<file path="config.mk">
export PLATFORM = sky130hd
export DESIGN_NAME = operand_fetch_ctrl
export DESIGN_NICKNAME = d
export VERILOG_FILES = /design/src/rtl/vpu_rf_pkg.sv /design/src/rtl/operand_slot.sv /design/src/rtl/operand_fetch_ctrl.sv
export SDC_FILE = /design/constraint.sdc
export NUM_CORES = 1
export LEC_CHECK = 0
export BUFFER_PORTS_ARGS = -buffer_cell sky130_fd_sc_hd__clkbuf_2
export CORE_AREA = 2 2 141 143
export DETAILED_ROUTE_END_ITERATION = 16
export DIE_AREA = 0 0 143 145
export GPL_ROUTABILITY_DRIVEN = 0
export PLACE_DENSITY = 0.7
export REMOVE_ABC_BUFFERS = 1
export SLEW_MARGIN = 10
export SYNTH_ARGS = -nofsm -noshare
export SYNTH_HDL_FRONTEND = slang
export SYNTH_SLANG_ARGS = --single-unit
</file>
<file path="constraint.sdc">
create_clock -name clk -period 3.9 [get_ports clk]
set_clock_uncertainty 0.1 [all_clocks]
set_input_delay 0.975 -clock clk [delete_from_list [all_inputs] [get_ports clk]]
set_output_delay 0.975 -clock clk [all_outputs]
set_load 0.005 [all_outputs]
</file>
<file path="src/rtl/vpu_rf_pkg.sv">
// Shared definitions for the vector register-file operand path.
// Latency: n/a (types and constants only).
// Backpressure: n/a.
package vpu_rf_pkg;

    localparam int DEF_WIDTH      = 64;
    localparam int DEF_ADDR_WIDTH = 5;

    // Operand fetch sequence: two back-to-back bank reads, then hold the bundle.
    typedef enum logic [2:0] {
        S_IDLE  = 3'd0,
        S_RD_A  = 3'd1,
        S_RD_B  = 3'd2,
        S_CAP_B = 3'd3,
        S_HOLD  = 3'd4
    } state_t;

endpackage

</file>
<file path="src/rtl/operand_slot.sv">
// One operand register: captures bank read data, overridden by writeback forwarding.
// Latency: updates on the clock edge after capture/forward enable.
// Backpressure: none; value holds whenever no enable is active.
module operand_slot #(
    parameter int WIDTH = 64
) (
    input  logic             clk,
    input  logic             rst,
    input  logic             i_clr,
    input  logic             i_cap_en,
    input  logic [WIDTH-1:0] i_cap_data,
    input  logic             i_fwd_en,
    input  logic [WIDTH-1:0] i_fwd_data,
    output logic [WIDTH-1:0] o_data
);

    logic [WIDTH-1:0] r_data;
    // Once forwarded, later bank data for this operand is stale (read sampled
    // before the write landed), so the capture must be suppressed.
    logic             r_fwd;

    // Forward beats capture; the sticky flag is cleared when a new request is taken.
    always_ff @(posedge clk) begin
        if (rst) begin
            r_data <= '0;
            r_fwd  <= 1'b0;
        end else if (i_clr) begin
            r_fwd  <= 1'b0;
        end else if (i_fwd_en) begin
            r_data <= i_fwd_data;
            r_fwd  <= 1'b1;
        end else if (i_cap_en && !r_fwd) begin
            r_data <= i_cap_data;
        end
    end

    assign o_data = r_data;

endmodule

</file>
<file path="src/rtl/operand_fetch_ctrl.sv">
// Fetches two source operands from a 1-read-port bank and presents them to execute.
// Latency: op_valid 4 cycles after request accept; one request per 5 cycles.
// Backpressure: holds the bundle while op_ready=0; req_ready only asserted in IDLE.
module operand_fetch_ctrl
    import vpu_rf_pkg::*;
#(
    parameter int WIDTH      = DEF_WIDTH,
    parameter int ADDR_WIDTH = DEF_ADDR_WIDTH
) (
    input  logic                  clk,
    input  logic                  rst,
    input  logic                  req_valid,
    output logic                  req_ready,
    input  logic [ADDR_WIDTH-1:0] req_src_a,
    input  logic [ADDR_WIDTH-1:0] req_src_b,
    input  logic [ADDR_WIDTH-1:0] req_dst,
    output logic [ADDR_WIDTH-1:0] rd_addr,
    output logic                  rd_en,
    input  logic [WIDTH-1:0]      rd_data,
    output logic [ADDR_WIDTH-1:0] wr_addr,
    output logic                  wr_en,
    output logic [WIDTH-1:0]      wr_data,
    input  logic                  wb_valid,
    input  logic [ADDR_WIDTH-1:0] wb_addr,
    input  logic [WIDTH-1:0]      wb_data,
    output logic                  op_valid,
    input  logic                  op_ready,
    output logic [WIDTH-1:0]      op_a,
    output logic [WIDTH-1:0]      op_b,
    output logic [ADDR_WIDTH-1:0] op_dst
);

    state_t                r_state;
    state_t                w_next;
    logic [ADDR_WIDTH-1:0] r_src_a;
    logic [ADDR_WIDTH-1:0] r_src_b;
    logic [ADDR_WIDTH-1:0] r_dst;
    logic                  w_accept;
    logic                  w_fwd_a;
    logic                  w_fwd_b;
    logic                  w_cap_a;
    logic                  w_cap_b;

    assign w_accept = req_valid && req_ready;

    // State register.
    always_ff @(posedge clk) begin
        if (rst) begin
            r_state <= S_IDLE;
        end else begin
            r_state <= w_next;
        end
    end

    // Next-state: fixed read sequence, then wait for execute to take the bundle.
    always_comb begin
        w_next = r_state;
        case (r_state)
            S_IDLE:  if (req_valid) w_next = S_RD_A;
            S_RD_A:  w_next = S_RD_B;
            S_RD_B:  w_next = S_CAP_B;
            S_CAP_B: w_next = S_HOLD;
            S_HOLD:  if (op_ready) w_next = S_IDLE;
            default: w_next = S_IDLE;
        endcase
    end

    // Outputs: all handshake/read controls forced low while reset is asserted.
    always_comb begin
        req_ready = 1'b0;
        op_valid  = 1'b0;
        rd_en     = 1'b0;
        rd_addr   = '0;
        if (!rst) begin
            case (r_state)
                S_IDLE: req_ready = 1'b1;
                S_RD_A: begin
                    rd_en   = 1'b1;
                    rd_addr = r_src_a;
                end
                S_RD_B: begin
                    rd_en   = 1'b1;
                    rd_addr = r_src_b;
                end
                S_HOLD:  op_valid = 1'b1;
                default: ;
            endcase
        end
    end

    // Latch the request addresses on accept; they stay fixed until the next accept.
    always_ff @(posedge clk) begin
        if (rst) begin
            r_src_a <= '0;
            r_src_b <= '0;
            r_dst   <= '0;
        end else if (w_accept) begin
            r_src_a <= req_src_a;
            r_src_b <= req_src_b;
            r_dst   <= req_dst;
        end
    end

    // Writebacks bypass straight to the bank write port.
    assign wr_en   = wb_valid;
    assign wr_addr = wb_addr;
    assign wr_data = wb_data;

    // Forward windows start at the cycle each operand's read is issued, since a
    // same-edge write is invisible to that read.
    assign w_fwd_a = wb_valid && (wb_addr == r_src_a) && (r_state != S_IDLE);
    assign w_fwd_b = wb_valid && (wb_addr == r_src_b) &&
                     ((r_state == S_RD_B) || (r_state == S_CAP_B) || (r_state == S_HOLD));
    assign w_cap_a = (r_state == S_RD_B);
    assign w_cap_b = (r_state == S_CAP_B);

    operand_slot #(.WIDTH(WIDTH)) u_slot_a (
        .clk        (clk),
        .rst        (rst),
        .i_clr      (w_accept),
        .i_cap_en   (w_cap_a),
        .i_cap_data (rd_data),
        .i_fwd_en   (w_fwd_a),
        .i_fwd_data (wb_data),
        .o_data     (op_a)
    );

    operand_slot #(.WIDTH(WIDTH)) u_slot_b (
        .clk        (clk),
        .rst        (rst),
        .i_clr      (w_accept),
        .i_cap_en   (w_cap_b),
        .i_cap_data (rd_data),
        .i_fwd_en   (w_fwd_b),
        .i_fwd_data (wb_data),
        .o_data     (op_b)
    );

    assign op_dst = r_dst;

endmodule

</file>
==> metrics.yaml, run 1 <==
detailed_routing:
  routed-via-count: 7222
  ant_nets: 0
  drt_iter0_drc: 388
  wl_per_cell_um: 18.9
  routed_wl_mm: 24.7
  drtPass1Iterations: 5
  vias_per_cell: 5.55
  drc: 0
sta:
  period_needed_ns: 3.07
  hold_viol: 0
  rsz0062_at_grt: "false"
  maxSlewHeadroom_pct: 42.3
  max_freq_ghz: 0.326
  slew_violations: 0
  worstMarginPinSlew_ns: 0.866
  fin_crit_sh_pct: 78.6
  tns_ns: 0
  setup_viol: 0
clocking:
  insertion_delay_ns: 0.42
  cts_resized: 0
  cts_tree: "yes"
  cts.sinks: 148
  cts-root-buf: "clkbuf_16"
  htreeDepth: 4
  cts_setup_buffers: 0
  hold_buffers: 0
  cts_made_buffers: 17
  clk_path_buf_depth: 2
  path_clk_slew_ns: 0.06
floorplanning:
  fp.dieH_um: 145
  die_w_um: 143
  initial_core_util_pct: 39.8
  ioPinCount: 364
  num_rows: 51
  fp.dieArea_mm2: 0.0207
  coreArea_mm2: 0.0192
critical_path:
  critPathLaunchType: "flop"
  crit_buf_inv: 1
  slowest_stage: "dfxtp_1"
  crit_type: "reg2out"
  path_cells: "nor2b_1, a22oi_1, nor2_1, clkbuf_2"
  cp_top_family: "flip-flops"
  critPathMaxStageDelay_ns: 0.66
  path_max_fanout: 9
  endpoint_kind: "output pin"
  required_ns: 2.82
  arrival_ns: 1.99
power:
  power_mw: 4.11
  leakage_nw: 3.98
  ir_worst_vdd_mv: 0.283
  p_per_area_mw_per_mm2: 432
cells_and_area:
  num-nets-final: 1178
  drive_gt1_share_pct: 49.7
  stdcell_area_mm2: 0.00951
  syn_to_final_growth_pct: 24.5
  insertedDiodeCount: 0
  final_util_pct: 49.5
synth:
  yosys_most_used_dff: "dfxtp_1"
  postSynthCellCount: 788
  synth_cell_types: 40
  synth-seq-cells: 148
  syn_area_mm2: 0.00764
  syn_area_per_cell_um2: 9.70
  yosysWarnings: 0
  synth_top_cell_by_area: "dfxtp_1"
  synth-edff-count: 0
  ys_seq_area_share_pct: 38.8
  synth_top_area_share_pct: 38.8
  ys_async_sr_fraction_pct: 0
  synthTopCellsByArea: "dfxtp_1 39%, mux2i_1 8.4%, a211oi_2 8.2%"
placed_design:
  placed_area_mm2: 0.00894
  port_buffers: 363
  dp_hpwl_mm: 16.0
global_route:
  grt_antenna_before_repair: 0
  grt_pass1_vias: 6820
  grt_pass1_wl_mm: 37.5
  grt_max_degree: 98
  grt.total_usage_pct: 22.9
  grt-ovfl-total: 0
run_status:
  status: "finished clean"
run:
  drv_cap: 0
hold_path:
  hold_path.class: "reg2reg"
final timing paths:
check / from / endpoint / slack (ns) / cells after the start
setup / recovery: r_state[0]$_SDFFE_PP0P_ / rd_addr[1] / 0.83 / 4
hold / removal: op_dst[0]$_SDFFE_PP0P_ / op_dst[0]$_SDFFE_PP0P_ / 0.36 / 2
setup reg to reg: r_state[0]$_SDFFE_PP0P_ / u_slot_b.o_data[45]$_SDFFE_PP0P_ / 1.48 / 5
hold reg to reg: op_dst[0]$_SDFFE_PP0P_ / op_dst[0]$_SDFFE_PP0P_ / 0.36 / 2
worst register-to-register path: cells and delay by family, from the launching register on:
kind                   cells  cell delay (ns)
multiplexers               1             0.32
AO/OA/AOI/OAI              1             0.09
buffers and inverters      1             0.37
AND/OR/NAND/NOR            2             0.75
flip-flops                 1             0.66
placed cells by master (no fill, tap or decap), types with 2 or more instances in the layout:
cell and instances:
nor2_1 70, a21oi_1 17, mux2i_1 64, xor2_1 2
a211oi_1 14, o221a_2 44, nand2_1 18, clkbuf_2 362
nand3_1 16, buf_12 3, o221a_1 20, o21ba_2 2
xnor2_1 8, a22oi_1 5, nor3_1 64, dfxtp_1 148
clkbuf_16 17, bufinv_16 2, a211oi_2 50, clkinv_2 5
a31oi_1 64, inv_6 3, nor2b_1 4, buf_4 11
layer usage:
layer	vias to the layer above	routed length (um)	track usage, %
met2	393	11900	37.3
li1	3378	-	-
met1	3414	9950	28.5
met3	37	2050	5.87
met4	0	737	9.36
met5	-	0	0
synthesized netlist by cell type, types with 2 or more instances:
library cell and number:
a211oi_1 14, a211oi_2 50, a21oi_1 17, a22oi_1 5
a31oi_1 64, buf_1 3, buf_2 29, buf_4 72
buf_6 15, clkbuf_1 40, dfxtp_1 148, mux2i_1 64
nand2_1 18, nand3_1 16, nor2_1 71, nor2b_1 4
nor3_1 64, o21ba_2 2, o221a_1 20, o221a_2 44
xnor2_1 8, xor2_1 2
where the power goes:
group          switching, mW  leakage (nW)  total [mW]  internal (mW)
clock                  0.668         0.284        1.63          0.957
combinational          0.441          2.49       0.771          0.330
sequential            0.0830          1.21        1.71           1.63
area by class of cell:
type | instances | area, um2
sequential | 148 | 2960
inverter | 1 | 3.75
tap | 265 | 332
clock buffer | 19 | 443
timing repair buffer | 377 | 1970
clock inverter | 12 | 128
fill | 1800 | 9700
multi-input combinational | 480 | 3680
through the flow:
| step | hold WS [ns] | worst slack, ns | std cells |
|---|---|---|---|
| finish | 0.360 | 0.834 | 1302 |
| floorplan | 0.342 | -1.54 | 629 |
| global placement | 0.341 | 1.03 | 1271 |
| detailed placement | 0.353 | 1.03 | 1271 |
| CTS | 0.362 | 0.828 | 1302 |
| global route | 0.375 | 0.707 | 1302 |
logic make-up (layout without fill, tap and decap cells):
logic type / Yosys count / in the layout / share of synthesized area [%]
compound gates: 220 / 220 / 26.6
mux: 64 / 64 / 8.38
xor+xnor: 10 / 10 / 1.15
buf+inv: 160 / 409 / 13.3
flops: 148 / 148 / 38.8
simple gates: 186 / 186 / 11.8
state kept, by name (all words and copies together) (netlist names):
signal           flops
r_src_a              5
r_state              3
r_src_b              5
u_slot_a.o_data     64
u_slot_b.r_fwd       1
op_dst               5
u_slot_a.r_fwd       1
u_slot_b.o_data     64
Note: power is estimated with default switching activity, not from simulation.
==> run 2, diff against run 1 <==
--- a/config.mk
+++ b/config.mk
@@ -10,7 +10,7 @@
 export DETAILED_ROUTE_END_ITERATION = 16
 export DIE_AREA = 0 0 143 145
 export GPL_ROUTABILITY_DRIVEN = 0
-export PLACE_DENSITY = 0.7
+export PLACE_DENSITY = 0.73
 export REMOVE_ABC_BUFFERS = 1
 export SLEW_MARGIN = 10
 export SYNTH_ARGS = -nofsm -noshare
==> constraint.sdc (replaced) <==
create_clock -name clk -period 2.82 [get_ports clk]
set_clock_uncertainty 0.1 [all_clocks]
set_input_delay 0.705 -clock clk [delete_from_list [all_inputs] [get_ports clk]]
set_output_delay 0.705 -clock clk [all_outputs]
set_load 0.005 [all_outputs]
==> metrics.yaml, run 2 (synthesized netlist as in run 1, its figures left out) <==
run_status:
  status: "finished clean"
global_route:
  grt_pass1_wl_mm: 37.5
  use_met3_pct: 5.51
  grt_pass1_vias: 6890
  grt_antenna_before_repair: 0
  top_usage_layer: "met2"
  met2_usage_pct: 37.9
  grt.total_usage_pct: 22.5
  grt_max_degree: 67
  grt-ovfl-total: 0
  use_met1_pct: 28.1
sta:
  setup_viol: 0
  maxSlewHeadroom_pct: 43.3
  rsz0062_at_grt: "false"
  slew_violations: 0
  worstMarginPinSlew_ns: 0.851
  setup_ws_ns: 0.184
  period_needed_ns: 2.64
  max_freq_ghz: 0.379
  hold_viol: 0
  fin_crit_sh_pct: 93.5
placed_design:
  placedCellCount: 1279
  dp_hpwl_mm: 16.8
  port_buffers: 363
  dp_slack_ns: 0.513
cells_and_area:
  final_util_pct: 50.1
  insertedDiodeCount: 0
  multi_input_area_mm2: 0.00368
  num-nets-final: 1186
  regArea_mm2: 0.00296
  syn_to_final_growth_pct: 25.9
  final_cells: 1311
  fill_cells: 1797
  most-common-layout-cells: "362 x clkbuf_2, 148 x dfxtp_1, 70 x nor2_1"
  drive_gt1_share_pct: 50.2
  final_common_cell: "clkbuf_2"
clocking:
  cts.sinks: 148
  htreeDepth: 4
  path_clk_slew_ns: 0.06
  hold_buffers: 0
  cts_resized: 0
  clk_path_buf_depth: 2
  cts_made_buffers: 17
  insertion_delay_ns: 0.41
  cts_tree: "yes"
  cts-root-buf: "clkbuf_16"
  cts_setup_buffers: 0
critical_path:
  path_max_fanout: 9
  cp-startpoint: "r_state[1]$_SDFFE_PP0P_"
  crit_type: "reg2out"
  critPathLaunchType: "flop"
  endpoint_kind: "output pin"
  arrival_ns: 1.83
  required_ns: 2.02
  crit-reg2reg-launch: "r_state[2]$_SDFFE_PP0P_"
floorplanning:
  num_rows: 51
  ioPinCount: 364
  die_w_um: 143
  initial_core_util_pct: 39.8
  coreArea_mm2: 0.0192
  fp.dieH_um: 145
  fp.dieArea_mm2: 0.0207
power:
  leakage_nw: 4.04
  p_per_area_mw_per_mm2: 615
  power_mw: 5.92
  ir_worst_vdd_mv: 0.379
detailed_routing:
  drc: 0
  drtPass1Iterations: 5
  vias_per_cell: 5.48
  wl_per_cell_um: 18.5
  routed-via-count: 7190
  routed_wl_mm: 24.3
  ant_nets: 0
  drt_iter0_drc: 401
hold_path:
  hold_path.class: "reg2reg"
  hold_start: "op_dst[0]$_SDFFE_PP0P_"
run:
  drv_cap: 0
## run 2: cell types whose count changed in the layout (fill, tap and decap cells not counted)
| cell | change |
|---|---|
| buf_12 | -2 |
| nor2b_1 | -1 |
| nor2b_2 | +1 |
| clkinv_2 | -4 |
| clkinv_4 | +1 |
| inv_6 | -1 |
| bufinv_16 | +2 |
| clkinvlp_4 | +1 |
| buf_4 | +10 |
| inv_8 | +2 |
## run 2: final cells by class
| type | count | area share (%) |
|---|---|---|
| Multi-Input combinational cell | 480 | 38.3 |
| Sequential cell | 148 | 30.8 |
| Timing Repair Buffer | 385 | 20.8 |
| Clock buffer | 19 | 4.60 |
| Tap cell | 265 | 3.45 |
| Clock inverter | 13 | 2.06 |
| Inverter | 1 | 0.0390 |
## run 2: path summary, 6_finish.rpt
kind | to | slack, ns | depth (start not counted)
min | op_dst[0]$_SDFFE_PP0P_ | 0.36 | 2
min reg2reg | op_dst[0]$_SDFFE_PP0P_ | 0.36 | 2
max reg2reg | u_slot_b.o_data[0]$_SDFFE_PP0P_ | 0.67 | 5
max | rd_addr[1] | 0.18 | 4
## run 2: report_power, final
part / total (mW) / switching (mW) / leakage [nW] / internal, mW
Clock: 2.48 / 0.954 / 0.308 / 1.53
Sequential: 2.36 / 0.106 / 1.21 / 2.26
Combinational: 1.08 / 0.614 / 2.52 / 0.462
Total: 5.92 / 1.67 / 4.04 / 4.24
## run 2: per-layer routing
| metal | vias to the layer above | wire length [um] |
|---|---|---|
| li1 | 3390 | - |
| met1 | 3408 | 9830 |
| met2 | 367 | 12200 |
| met3 | 25 | 1870 |
| met4 | 0 | 375 |
| met5 | - | 0 |
## run 2: stage by stage
stage | cell area (um2) | TNS, ns | hold slack (ns)
3_5_place_dp | 8980 | 0 | 0.350
6_report | 9620 | 0 | 0.361
3_3_place_gp | 8980 | 0 | 0.347
4_1_cts | 9620 | 0 | 0.360
2_1_floorplan | 6630 | -285.24 | 0.342
5_1_grt | 9620 | 0 | 0.379
## run 2: worst max-delay path, cell delays in order (launching register included)
cell and delay (ns):
dfxtp_1 0.63, nor2b_2 0.39, a22oi_1 0.12, nor2_1 0.14, clkbuf_2 0.13
